[config.mk]
export PLATFORM = sky130hd
export DESIGN_NAME = heading_cordic
export DESIGN_NICKNAME = d
export VERILOG_FILES = /design/src/rtl/heading_pkg.sv /design/src/rtl/heading_cordic_vectoring.sv /design/src/rtl/heading_cordic.sv
export SDC_FILE = /design/constraint.sdc
export NUM_CORES = 1
export LEC_CHECK = 0
export BUFFER_PORTS_ARGS = -buffer_cell sky130_fd_sc_hd__buf_2
export CAP_MARGIN = 20
export CORE_UTILIZATION = 55
export CTS_CLUSTER_SIZE = 16
export DETAILED_ROUTE_END_ITERATION = 12
export PLACE_DENSITY = 0.88
export RECOVER_POWER = 100
export SYNTH_ARGS = -nofsm -noshare
export SYNTH_HDL_FRONTEND = slang
export SYNTH_SLANG_ARGS = --single-unit
[constraint.sdc]
create_clock -name iclk -period 6.7 [get_ports iclk]
set_input_delay 1.34 -clock iclk [delete_from_list [all_inputs] [get_ports iclk]]
set_output_delay 1.34 -clock iclk [all_outputs]
set_load 0.005 [all_outputs]
[src/rtl/heading_pkg.sv]
// Shared constants, arctangent table and FSM state type for the compass heading CORDIC.
package heading_pkg;

  localparam int Z_W       = 14;
  localparam int MAX_ITER  = 12;
  localparam int DEG360_Q4 = 5760;
  localparam int DEG180_Q4 = 2880;

  typedef enum logic [1:0] {
    ST_IDLE,
    ST_ROTATE,
    ST_FINISH
  } state_e;

  // atan(2^-i) in 1/16 degree steps
  function automatic logic signed [Z_W-1:0] atanQ4(input logic [3:0] idx);
    case (idx)
      4'd0:    return 14'sd720;
      4'd1:    return 14'sd425;
      4'd2:    return 14'sd225;
      4'd3:    return 14'sd114;
      4'd4:    return 14'sd57;
      4'd5:    return 14'sd29;
      4'd6:    return 14'sd14;
      4'd7:    return 14'sd7;
      4'd8:    return 14'sd4;
      4'd9:    return 14'sd2;
      4'd10:   return 14'sd1;
      default: return 14'sd0;
    endcase
  endfunction

endpackage

[src/rtl/heading_cordic_vectoring.sv]
// Iterative CORDIC vectoring engine: folds the vector into the right half-plane, then
// drives y to zero over ITER micro-rotations while accumulating the angle in z.
module cordic_vectoring
  import heading_pkg::*;
#(
  parameter int DATA_W = 16,
  parameter int ITER   = 12
) (
  input  logic                     iclk,
  input  logic                     reset,
  input  logic                     start_i,
  input  logic signed [DATA_W-1:0] x_i,
  input  logic signed [DATA_W-1:0] y_i,
  output logic                     done_o,
  output logic signed [Z_W-1:0]    z_o
);

  localparam int XW = DATA_W + 2;

  logic                 busy_q;
  logic [3:0]           iter_q;
  logic signed [XW-1:0] x_q, y_q, x_d, y_d;
  logic signed [XW-1:0] xExt, yExt, xPre, yPre, xSh, ySh;
  logic signed [Z_W-1:0] z_q, z_d, zPre, atanStep;

  // Two guard bits keep the negation of the most negative sample and the CORDIC gain in range
  always_comb begin : preRotate
    xExt = {{2{x_i[DATA_W-1]}}, x_i};
    yExt = {{2{y_i[DATA_W-1]}}, y_i};
    xPre = xExt;
    yPre = yExt;
    zPre = '0;
    if (x_i[DATA_W-1]) begin
      xPre = -xExt;
      yPre = -yExt;
      zPre = Z_W'(DEG180_Q4);
    end
  end

  always_comb begin : microRotate
    xSh      = x_q >>> iter_q;
    ySh      = y_q >>> iter_q;
    atanStep = atanQ4(iter_q);
    if (!y_q[XW-1]) begin
      x_d = x_q + ySh;
      y_d = y_q - xSh;
      z_d = z_q + atanStep;
    end else begin
      x_d = x_q - ySh;
      y_d = y_q + xSh;
      z_d = z_q - atanStep;
    end
  end

  always_ff @(posedge iclk or posedge reset) begin
    if (reset) begin
      busy_q <= 1'b0;
      iter_q <= '0;
      x_q    <= '0;
      y_q    <= '0;
      z_q    <= '0;
    end else if (start_i && !busy_q) begin
      busy_q <= 1'b1;
      iter_q <= '0;
      x_q    <= xPre;
      y_q    <= yPre;
      z_q    <= zPre;
    end else if (busy_q) begin
      x_q    <= x_d;
      y_q    <= y_d;
      z_q    <= z_d;
      iter_q <= iter_q + 4'd1;
      if (iter_q == 4'(ITER - 1)) begin
        busy_q <= 1'b0;
      end
    end
  end

  // High during the final micro-rotation; z_o is settled from the following cycle
  assign done_o = busy_q && (iter_q == 4'(ITER - 1));
  assign z_o    = z_q;

endmodule

[src/rtl/heading_cordic.sv]
// Compass heading stage: CORDIC atan2 of one magnetometer sample, calibration offset,
// deadband, and a decimated, hysteresis-filtered display heading.
module heading_cordic
  import heading_pkg::*;
#(
  parameter int DATA_W          = 16,
  parameter int ITER            = 12,
  parameter int DEADBAND        = 50,
  parameter int UPDATE_INTERVAL = 64,
  parameter int HYST_DEG        = 2
) (
  input  logic                     iclk,
  input  logic                     reset,
  input  logic                     sample_valid,
  output logic                     sample_ready,
  input  logic signed [DATA_W-1:0] mag_x,
  input  logic signed [DATA_W-1:0] mag_y,
  input  logic [8:0]               cal_offset,
  output logic [8:0]               raw_heading,
  output logic                     conv_done,
  output logic [8:0]               heading,
  output logic                     heading_valid
);

  localparam int XW = DATA_W + 2;
  localparam int CW = $clog2(UPDATE_INTERVAL + 1);

  state_e          state_q;
  logic            sampleReady_q, convDone_q, headingValid_q, firstFlag_q, null_q;
  logic [8:0]      offset_q, rawHeading_q, heading_q;
  logic [CW-1:0]   decimCnt_q, decimCnt_d;
  logic [8:0]      rawHeading_d, offsetIn, degRaw, absDiff, circDiff;
  logic [9:0]      degSum;
  logic [12:0]     zPos;
  logic [XW-1:0]   absX, absY;
  logic signed [XW-1:0] xExt, yExt;
  logic signed [Z_W-1:0] zFinal;
  logic            accept, cordicDone, nullIn, decimHit, headingMove;

  assign accept = sample_valid && sampleReady_q;

  cordic_vectoring #(
    .DATA_W(DATA_W),
    .ITER  (ITER)
  ) uCordic (
    .iclk   (iclk),
    .reset  (reset),
    .start_i(accept),
    .x_i    (mag_x),
    .y_i    (mag_y),
    .done_o (cordicDone),
    .z_o    (zFinal)
  );

  always_comb begin : intake
    xExt     = {{2{mag_x[DATA_W-1]}}, mag_x};
    yExt     = {{2{mag_y[DATA_W-1]}}, mag_y};
    absX     = mag_x[DATA_W-1] ? -xExt : xExt;
    absY     = mag_y[DATA_W-1] ? -yExt : yExt;
    nullIn   = (absX <= XW'(DEADBAND)) && (absY <= XW'(DEADBAND));
    offsetIn = (cal_offset >= 9'd360) ? 9'd0 : cal_offset;
  end

  // Rounding can land exactly on 360 deg, which the offset wrap below folds back to 0
  always_comb begin : finishMath
    zPos   = zFinal[Z_W-1] ? 13'(zFinal + Z_W'(DEG360_Q4)) : 13'(zFinal);
    degRaw = 9'((zPos + 13'd8) >> 4);
    degSum = null_q ? {1'b0, offset_q} : ({1'b0, degRaw} + {1'b0, offset_q});
    if (degSum >= 10'd360) begin
      degSum = degSum - 10'd360;
    end
    if (degSum >= 10'd360) begin
      degSum = degSum - 10'd360;
    end
    rawHeading_d = degSum[8:0];
    absDiff      = (rawHeading_d >= heading_q) ? (rawHeading_d - heading_q)
                                               : (heading_q - rawHeading_d);
    circDiff     = (absDiff > 9'd180) ? (9'd360 - absDiff) : absDiff;
    headingMove  = firstFlag_q || (circDiff > 9'(HYST_DEG));
    decimCnt_d   = decimCnt_q + CW'(1);
    decimHit     = (decimCnt_d == CW'(UPDATE_INTERVAL));
  end

  always_ff @(posedge iclk or posedge reset) begin
    if (reset) begin
      state_q        <= ST_IDLE;
      sampleReady_q  <= 1'b1;
      offset_q       <= '0;
      null_q         <= 1'b0;
      rawHeading_q   <= '0;
      convDone_q     <= 1'b0;
      heading_q      <= '0;
      headingValid_q <= 1'b0;
      firstFlag_q    <= 1'b1;
      decimCnt_q     <= '0;
    end else begin
      convDone_q     <= 1'b0;
      headingValid_q <= 1'b0;
      case (state_q)
        ST_IDLE: begin
          if (accept) begin
            offset_q      <= offsetIn;
            null_q        <= nullIn;
            sampleReady_q <= 1'b0;
            state_q       <= ST_ROTATE;
          end
        end
        ST_ROTATE: begin
          if (cordicDone) begin
            state_q <= ST_FINISH;
          end
        end
        ST_FINISH: begin
          rawHeading_q  <= rawHeading_d;
          convDone_q    <= 1'b1;
          sampleReady_q <= 1'b1;
          state_q       <= ST_IDLE;
          if (decimHit) begin
            decimCnt_q <= '0;
            if (headingMove) begin
              heading_q      <= rawHeading_d;
              headingValid_q <= 1'b1;
              firstFlag_q    <= 1'b0;
            end
          end else begin
            decimCnt_q <= decimCnt_d;
          end
        end
        default: begin
          state_q       <= ST_IDLE;
          sampleReady_q <= 1'b1;
        end
      endcase
    end
  end

  assign sample_ready  = sampleReady_q;
  assign raw_heading   = rawHeading_q;
  assign conv_done     = convDone_q;
  assign heading       = heading_q;
  assign heading_valid = headingValid_q;

endmodule

# Yosys cells after proc, flatten, opt, wreduce, memory -nomap -nowiden
# Memories as Yosys holds them, arrays and structs flattened.
# Index checks and enable logic that the tools add are counted.
dict set report totals {
  ff_bits 96
  rom_bits 160
  inputBits 44
  output_inout_bits 21
  elab_cells 98
  n_memories 1
}
# name words word_bits rd rd_clocked_by_memory_dff wr line_no
set mem_list {}
lappend mem_list {{(no name shown)} 16 10 1 0 0 heading_pkg.sv:17} ;# case (idx)
dict set report classes {
  n_addsub 18
  n_lt_le_gt_ge 8
  eq_ne 6
  shift 2
  n_mux 35
  bitwise 1
  reduce_logical 12
}
# op n
set ops {}
lappend ops {{18-bit two-way mux} 9}
lappend ops {{14-bit two-way mux} 3}
lappend ops {{18-bit adder} 2}
lappend ops {{18-bit by 6-bit <= comparator with 1-bit output (second input constant)} 2}
lappend ops {{9-bit two-way mux} 4}
lappend ops {{16-bit negation with 18-bit output} 2}
lappend ops {{18-bit by 4-bit >>> shifter with 18-bit output} 2}
lappend ops {{18-bit subtractor} 2}
lappend ops {{10-bit by 9-bit greater-or-equal comparator with 1-bit output (second input constant)} 2}
lappend ops {{10-bit two-way mux} 2}
lappend ops {{9-bit subtractor} 2}
lappend ops {{14-bit adder} 1}
lappend ops {{14-bit subtractor} 1}
lappend ops {{13-bit adder (second input constant)} 1}
lappend ops {{13-bit by 4-bit adder with 13-bit output (second input constant)} 1}
lappend ops {{13-bit two-way mux} 1}
lappend ops {{12-bit two-way mux} 1}
lappend ops {{9-bit by 9-bit adder with 10-bit output} 1}
lappend ops {{10-bit by 9-bit subtractor with 10-bit output (second input constant)} 1}
lappend ops {{9-bit greater-or-equal comparator} 1}
lappend ops {{9-bit greater-or-equal comparator (second input constant)} 1}
lappend ops {{9-bit by 2-bit greater-than comparator with 1-bit output (second input constant)} 1}
lappend ops {{9-bit by 8-bit greater-than comparator with 1-bit output (second input constant)} 1}
lappend ops {{9-bit subtractor (first input constant)} 1}
lappend ops {{other kinds (23)} 37}

# Depth between registers and ports, before layout
dict set report logic_depth {
  ltp_word 18
  depth_mapped 37
  depth_no_buf 32
}

# By module
# Synthesis repeated with hierarchy kept, for this count alone.
dict set report hier_totals {
  hier_cells 1605
  area_unflattened_um2 12956.2
}
# mod instances cells_per_inst area_per_inst_um2 seq_area_each_um2
set by_module_without_submodules {}
lappend by_module_without_submodules {cordic_vectoring 1 998 8242.9 1376.3}
lappend by_module_without_submodules {heading_cordic 1 607 4713.3 1028.5}

# Worst setup path after synthesis
# OpenSTA, ideal clock, no wires.
dict set report synth_timing {
  path_kind {register to register}
  startpoint {register uCordic.z_q[7] (netlist: uCordic.z_o[7])}
  endpoint {register heading_q[8] (netlist: heading[8])}
  setup_ns 0.125
  arrival_ns 6.881
  required_time_ns 6.575
  setup_slack_ns -0.306
  path_stages_with_launch 35
  path_buffers 3
  period_less_slack_ns 7.006
  cell_sequence {dfrtp_1 > ha_1 > nand2b_1 > xnor2_1 > nand2_1 > nor2_1 > nand2_1 > xor2_1 > ha_1 > clkbuf_1 > o211ai_1 > a21oi_1 > o21ai_0 > o31ai_2 > inv_1 > o211ai_1 > a2111oi_4 > or4_1 > o31a_1 > nand4_2 > inv_1 > ha_1 > buf_2 > o21a_1 > o2111a_1 > a21boi_1 > o21ai_0 > nand2_1 > ha_1 > o21ai_0 > nand3_1 > o311a_1 > a211oi_1 > buf_2 > mux2_2}
}
dict set report synth_via {
  elab_chain_len 16
  elab_cells_between_ends 21
  cone_classes {add/sub: 8; order compare: 5; mux: 6; reduce/logical: 2}
}
# item line_no
set synth_rtl {}
lappend synth_rtl {{start: declaration} heading_cordic_vectoring.sv:24} ;# logic signed [Z_W-1:0] z_q, z_d, zPre, atanStep;
lappend synth_rtl {{start signal: assignment} heading_cordic_vectoring.sv:67} ;# z_q <= zPre;
lappend synth_rtl {{start signal: assignment} heading_cordic_vectoring.sv:71} ;# z_q <= z_d;
lappend synth_rtl {{13-bit adder} heading_cordic.sv:66} ;# zPos = zFinal[Z_W-1] ? 13'(zFinal + Z_W'(DEG360_Q4)) : 13'(zFinal);
lappend synth_rtl {{13-bit two-way mux (*)} heading_cordic.sv:66}
lappend synth_rtl {{13-bit by 4-bit adder with 13-bit output (*)} heading_cordic.sv:67} ;# degRaw = 9'((zPos + 13'd8) >> 4);
lappend synth_rtl {{9-bit by 9-bit adder with 10-bit output (*)} heading_cordic.sv:68} ;# degSum = null_q ? {1'b0, offset_q} : ({1'b0, degRaw} + {1'b0, offset_q});
lappend synth_rtl {{10-bit two-way mux (*)} heading_cordic.sv:68}
lappend synth_rtl {{10-bit by 9-bit subtractor with 10-bit output / 10-bit by 9-bit greater-or-equal comparator with 1-bit output (equally long branches)} {heading_cordic.sv:70, heading_cordic.sv:69}}
lappend synth_rtl {{10-bit two-way mux (*)} heading_cordic.sv:69} ;# if (degSum >= 10'd360) begin
lappend synth_rtl {{9-bit subtractor / 10-bit by 9-bit greater-or-equal comparator with 1-bit output (equally long branches)} {heading_cordic.sv:73, heading_cordic.sv:72}}
lappend synth_rtl {{9-bit two-way mux (*)} heading_cordic.sv:72} ;# if (degSum >= 10'd360) begin
lappend synth_rtl {{via degSum[4]} heading_cordic.sv:33} ;# logic [9:0] degSum;
lappend synth_rtl {{9-bit subtractor (tied with other cells)} heading_cordic.sv:77} ;# : (heading_q - rawHeading_d);
lappend synth_rtl {{9-bit two-way mux (*)} heading_cordic.sv:76} ;# absDiff = (rawHeading_d >= heading_q) ? (rawHeading_d - heading_q)
lappend synth_rtl {{9-bit subtractor / 9-bit by 8-bit greater-than comparator with 1-bit output (equally long branches)} heading_cordic.sv:78} ;# circDiff = (absDiff > 9'd180) ? (9'd360 - absDiff) : absDiff;
lappend synth_rtl {{9-bit two-way mux (*)} heading_cordic.sv:78}
lappend synth_rtl {{9-bit by 2-bit greater-than comparator with 1-bit output (*)} heading_cordic.sv:79} ;# headingMove = firstFlag_q || (circDiff > 9'(HYST_DEG));
lappend synth_rtl {{1-bit logical OR (*)} heading_cordic.sv:79}
lappend synth_rtl {{3-bit AND reduction (no line) (*)} --}
lappend synth_rtl {{end signal: assignment} heading_cordic.sv:121} ;# heading_q <= rawHeading_d;
lappend synth_rtl {{end: declaration} heading_cordic.sv:30} ;# logic [8:0] offset_q, rawHeading_q, heading_q;
# Mark *: on every way through the listed nets, which the timed path passes. The rest lies on a longest branch.
# A chain may end at the register's enable or synchronous reset.

# Final worst setup path
dict set report layout_timing {
  startpoint {register uCordic.z_q[7] (netlist: uCordic.z_o[7])}
  endpoint {register heading_q[6] (netlist: heading[6])}
}
# Same word-level chain as after synthesis.

==> impl_results.md <==
- Status: complete, but fails checks
- Failing checks: max-capacitance violations, max-slew violations, negative setup slack
- CTS clk-pin slew, worst paths: around 90 ps
- Clock buffer count from CTS: 9
- Sequential-to-total area share from yosys stat: between 10% and 20%
- Routability cong.: 0.971
- Final HPWL DP: 25200 um
- Clk root buf: clkbuf_16
- Synth Area per Inst: 8.13 sq um
- Placement Setup Slack: -290 ps
- # DRC: 0
- Total power: 0.00121 W
- Drt wl/cell: 19.4 um
- RSZ-0062 raised after global routing: yes
- Commonest register cell after synthesis: dfrtp_1
- Startpoint Class: flop
- Die extent in y: 151 um
- Final Core Density: 64.7%
- Sequential cell area: 2410 sq um
- Clock latency on the worst-skew pair: ~370 ps
- Reg-to-Reg End: heading[6]$_DFFE_PP0P_
- Initial Util: 55.8%
- CTS Hold Bufs: 0
- Slew HR: -16.1%
- Vias in the first global route: 11900
- Vias: 12300
- HP Class: flop to flop
- Mapped cell area: 12100 sq um
- Layout Area Growth over Synthesis: 15.9%
- FMAX: 143 MHz
- Fin crit period: 6980 ps
- Ys async rst share: 100%
- Fillers: 1654
- Non-Filler Instances: about 1900
- Synth warn: 0
- R2R setup slack: -280 ps
- Largest net degree at the start of global routing: between 70 and 80
- Die X: 151 um
- EDFF count, synth: 0
- TritonCTS clock tree: yes
- Routed Antenna Nets: 0
- CP Data Required Time: 6990 ps
- Crit path arrival time: 7270 ps
- Pre-Repair DR Iteration Count: 6
- Syn_nets: 1640
- Max VDD drop: 126 uV
- Diodes inserted: 0
- I/O Pins: 65
- Area of the multi-input gates: roughly 9600 sq um
- Worst r2r src: uCordic.z_o[7]$_DFFE_PP0P_
- Worst-Margin Slew: about 1700 ps
- HP Start: raw_heading[3]$_DFFE_PP0P_
- Final hold violations: 0
- Initial antenna violation count: 0
- Worst hold endpoint: raw_heading[3]$_DFFE_PP0P_
- Crit path max fanout: 8
- Total global-route track usage: 30.8%
- # rows: 54
- Vias per Instance: 6.54
- Worst Clk Skew: 11.2 ps
- Setup Crit Path Kind: flop to flop
- Congestion Overflow GR: 0
- Clock Sinks: 96
- Core area: 21800 sq um
- Tcrit/Tclk final: 104%
- Final worst slack: -284 ps
- Cells after Synth: roughly 1500
- DR iter-0 viols: 1089
- Max cap viols: 1
- Hold Crit Depth: 2
- DP Cell Count: about 1800
- Max incr delay on CP: 470 ps
- First-pass GRT wire length: between 50000 and 60000 um
- Worst r2r path cells: 33
- Port Buffer Count: 64
- Worst setup EP type: flop
- Slowest CP cell: dfrtp_2
- DRT Wirelength: roughly 36000 um
- Power per cell area: approximately 86 nW/um^2
- Share of layout cells above drive strength 1: 21.9%
- Cell variety after synth: 94
- Final net count: 1737
- Hold Slack: 486 ps
- LEAKAGE: 5.97 nW
- Seq cells post-synth: 96
- Final setup violation count: 10
- Htree depth: 3
- Clock buffer depth: 2
- Die area: approximately 23000 sq um
- Slew Limit Fails: 38
[cell usage after synthesis, types with 7 or more instances]
master / instances / area (sq um)
nand2_1: 137 / 514
o21ai_0: 117 / 586
a21oi_1: 113 / 566
nor2_1: 113 / 424
ha_1: 97 / 1210
dfrtp_1: 94 / 2350
inv_1: 86 / 323
xnor2_1: 65 / 569
xor2_1: 55 / 482
clkbuf_1: 48 / 180
mux2i_1: 46 / 460
nor3_1: 36 / 180
nand3_1: 34 / 170
mux4_2: 29 / 653
a31oi_1: 21 / 131
mux2_2: 21 / 236
o31ai_1: 21 / 158
nor2b_1: 20 / 125
a21o_1: 19 / 143
o211ai_1: 19 / 143
a211oi_1: 17 / 128
o21a_1: 16 / 120
nand2b_1: 15 / 93.8
nor4_1: 15 / 93.8
or3_1: 15 / 93.8
buf_2: 13 / 65.1
o22ai_1: 12 / 75.1
and2_1: 11 / 68.8
o21ai_1: 11 / 55.1
o21bai_1: 10 / 75.1
and3_1: 8 / 50.1
buf_1: 8 / 30.0
nand4_1: 8 / 50.1
o31a_1: 8 / 70.1
or2_2: 8 / 50.1
a22o_1: 7 / 61.3
[stage by stage]
step / TNS [ps] / cell area (sq um)
after global routing: -5740 / 14100
final: -2530 / 14100
after floorplan: 0 / 12200
after detailed placement: -2450 / 12900
after CTS: 0 / 13600
after global placement: 0 / 12900
[worst max-delay path by stage]
stage / slack, ps / start / cells after the start / to
after floorplan: 70 / uCordic.z_o[7]$_DFFE_PP0P_ / 34 / heading[8]$_DFFE_PP0P_
after global placement: 20 / uCordic.z_o[4]$_DFFE_PP0P_ / 29 / heading[4]$_DFFE_PP0P_
after detailed placement: -290 / uCordic.z_o[7]$_DFFE_PP0P_ / 32 / heading[6]$_DFFE_PP0P_
after CTS: 3 / uCordic.z_o[4]$_DFFE_PP0P_ / 29 / heading[6]$_DFFE_PP0P_
after global routing: -610 / uCordic.z_o[7]$_DFFE_PP0P_ / 32 / heading[0]$_DFFE_PP0P_
final: -280 / uCordic.z_o[7]$_DFFE_PP0P_ / 33 / heading[6]$_DFFE_PP0P_
[worst max-delay path, delay by kind of cell (launching register included)]
family	cells	cell delay (ps)
mux	5	1030
flops	1	470
fa+ha+maj	3	990
buf+inv	4	680
xor+xnor	3	630
compound gates	8	1700
simple gates	10	1390
[registers in the layout (all words and copies together), names as in the netlist]
| name | flops |
|---|---|
| raw_heading | 9 |
| conv_done | 1 |
| decimCnt_q | 7 |
| heading | 9 |
| heading_valid | 1 |
| uCordic.x_q | 18 |
| offset_q | 9 |
| uCordic.busy_q | 1 |
| state_q | 2 |
| null_q | 1 |
| uCordic.z_o | 14 |
| firstFlag_q | 1 |
| uCordic.y_q | 18 |
| uCordic.iter_q | 4 |
| sample_ready | 1 |
[repair_timing]
item | in CTS | in global routing
cloned | 1 | 0
endpoints found under the setup margin | 10 | 10
pin swaps | 27 | 48
buffers inserted | 27 | 18
resized for setup | 34 | 68
[power breakdown]
group          switching, W  internal [W]  total [W]
combinational     0.0000575     0.0000280  0.0000855
clock              0.000281      0.000265   0.000546
sequential                0      0.000579   0.000579
total              0.000339      0.000871    0.00121
[cell families after synthesis]
logic type	after synthesis	share of synthesized area, %
buf+inv	167	5.65
compound gates	444	23.4
mux	110	13.4
flops	96	19.8
xor+xnor	120	8.65
fa+ha+maj	103	11.0
simple gates	453	18.2
[cells in the final DEF (no fill, tap or decap), types with 32 or more instances in the layout]
| cell type | synthesis | final |
|---|---|---|
| nor2_1 | 113 | 107 |
| buf_4 | 0 | 91 |
| nand2_1 | 137 | 131 |
| nor3_1 | 36 | 33 |
| xnor2_1 | 65 | 59 |
| nand3_1 | 34 | 32 |
| buf_2 | 13 | 64 |
| ha_1 | 97 | 78 |
| dfrtp_1 | 94 | 89 |
| xor2_1 | 55 | 52 |
| inv_1 | 86 | 85 |
| a21oi_1 | 113 | 107 |
| mux2i_1 | 46 | 44 |
| o21ai_0 | 117 | 113 |
[cell type report]
| class | count | area share (%) |
|---|---|---|
| clock buffer | 9 | 1.60 |
| clock inverter | 7 | 0.515 |
| inverter | 92 | 2.46 |
| multi-input combinational | 1230 | 68.3 |
| sequential | 96 | 17.1 |
| tap | 280 | 2.49 |
| timing repair buffer | 161 | 7.55 |
[metal layers]
| layer | share of wire [%] | vias to the layer above | GRT usage [%] |
|---|---|---|---|
| met5 | 0 | - | 0 |
| met3 | 6.0 | 197 | 4.82 |
| li1 | - | 5650 | - |
| met1 | 38 | 5787 | 34.2 |
| met2 | 50 | 620 | 54.0 |
| met4 | 6.4 | 0 | 20.7 |
Power figures use the tool's default switching activity.
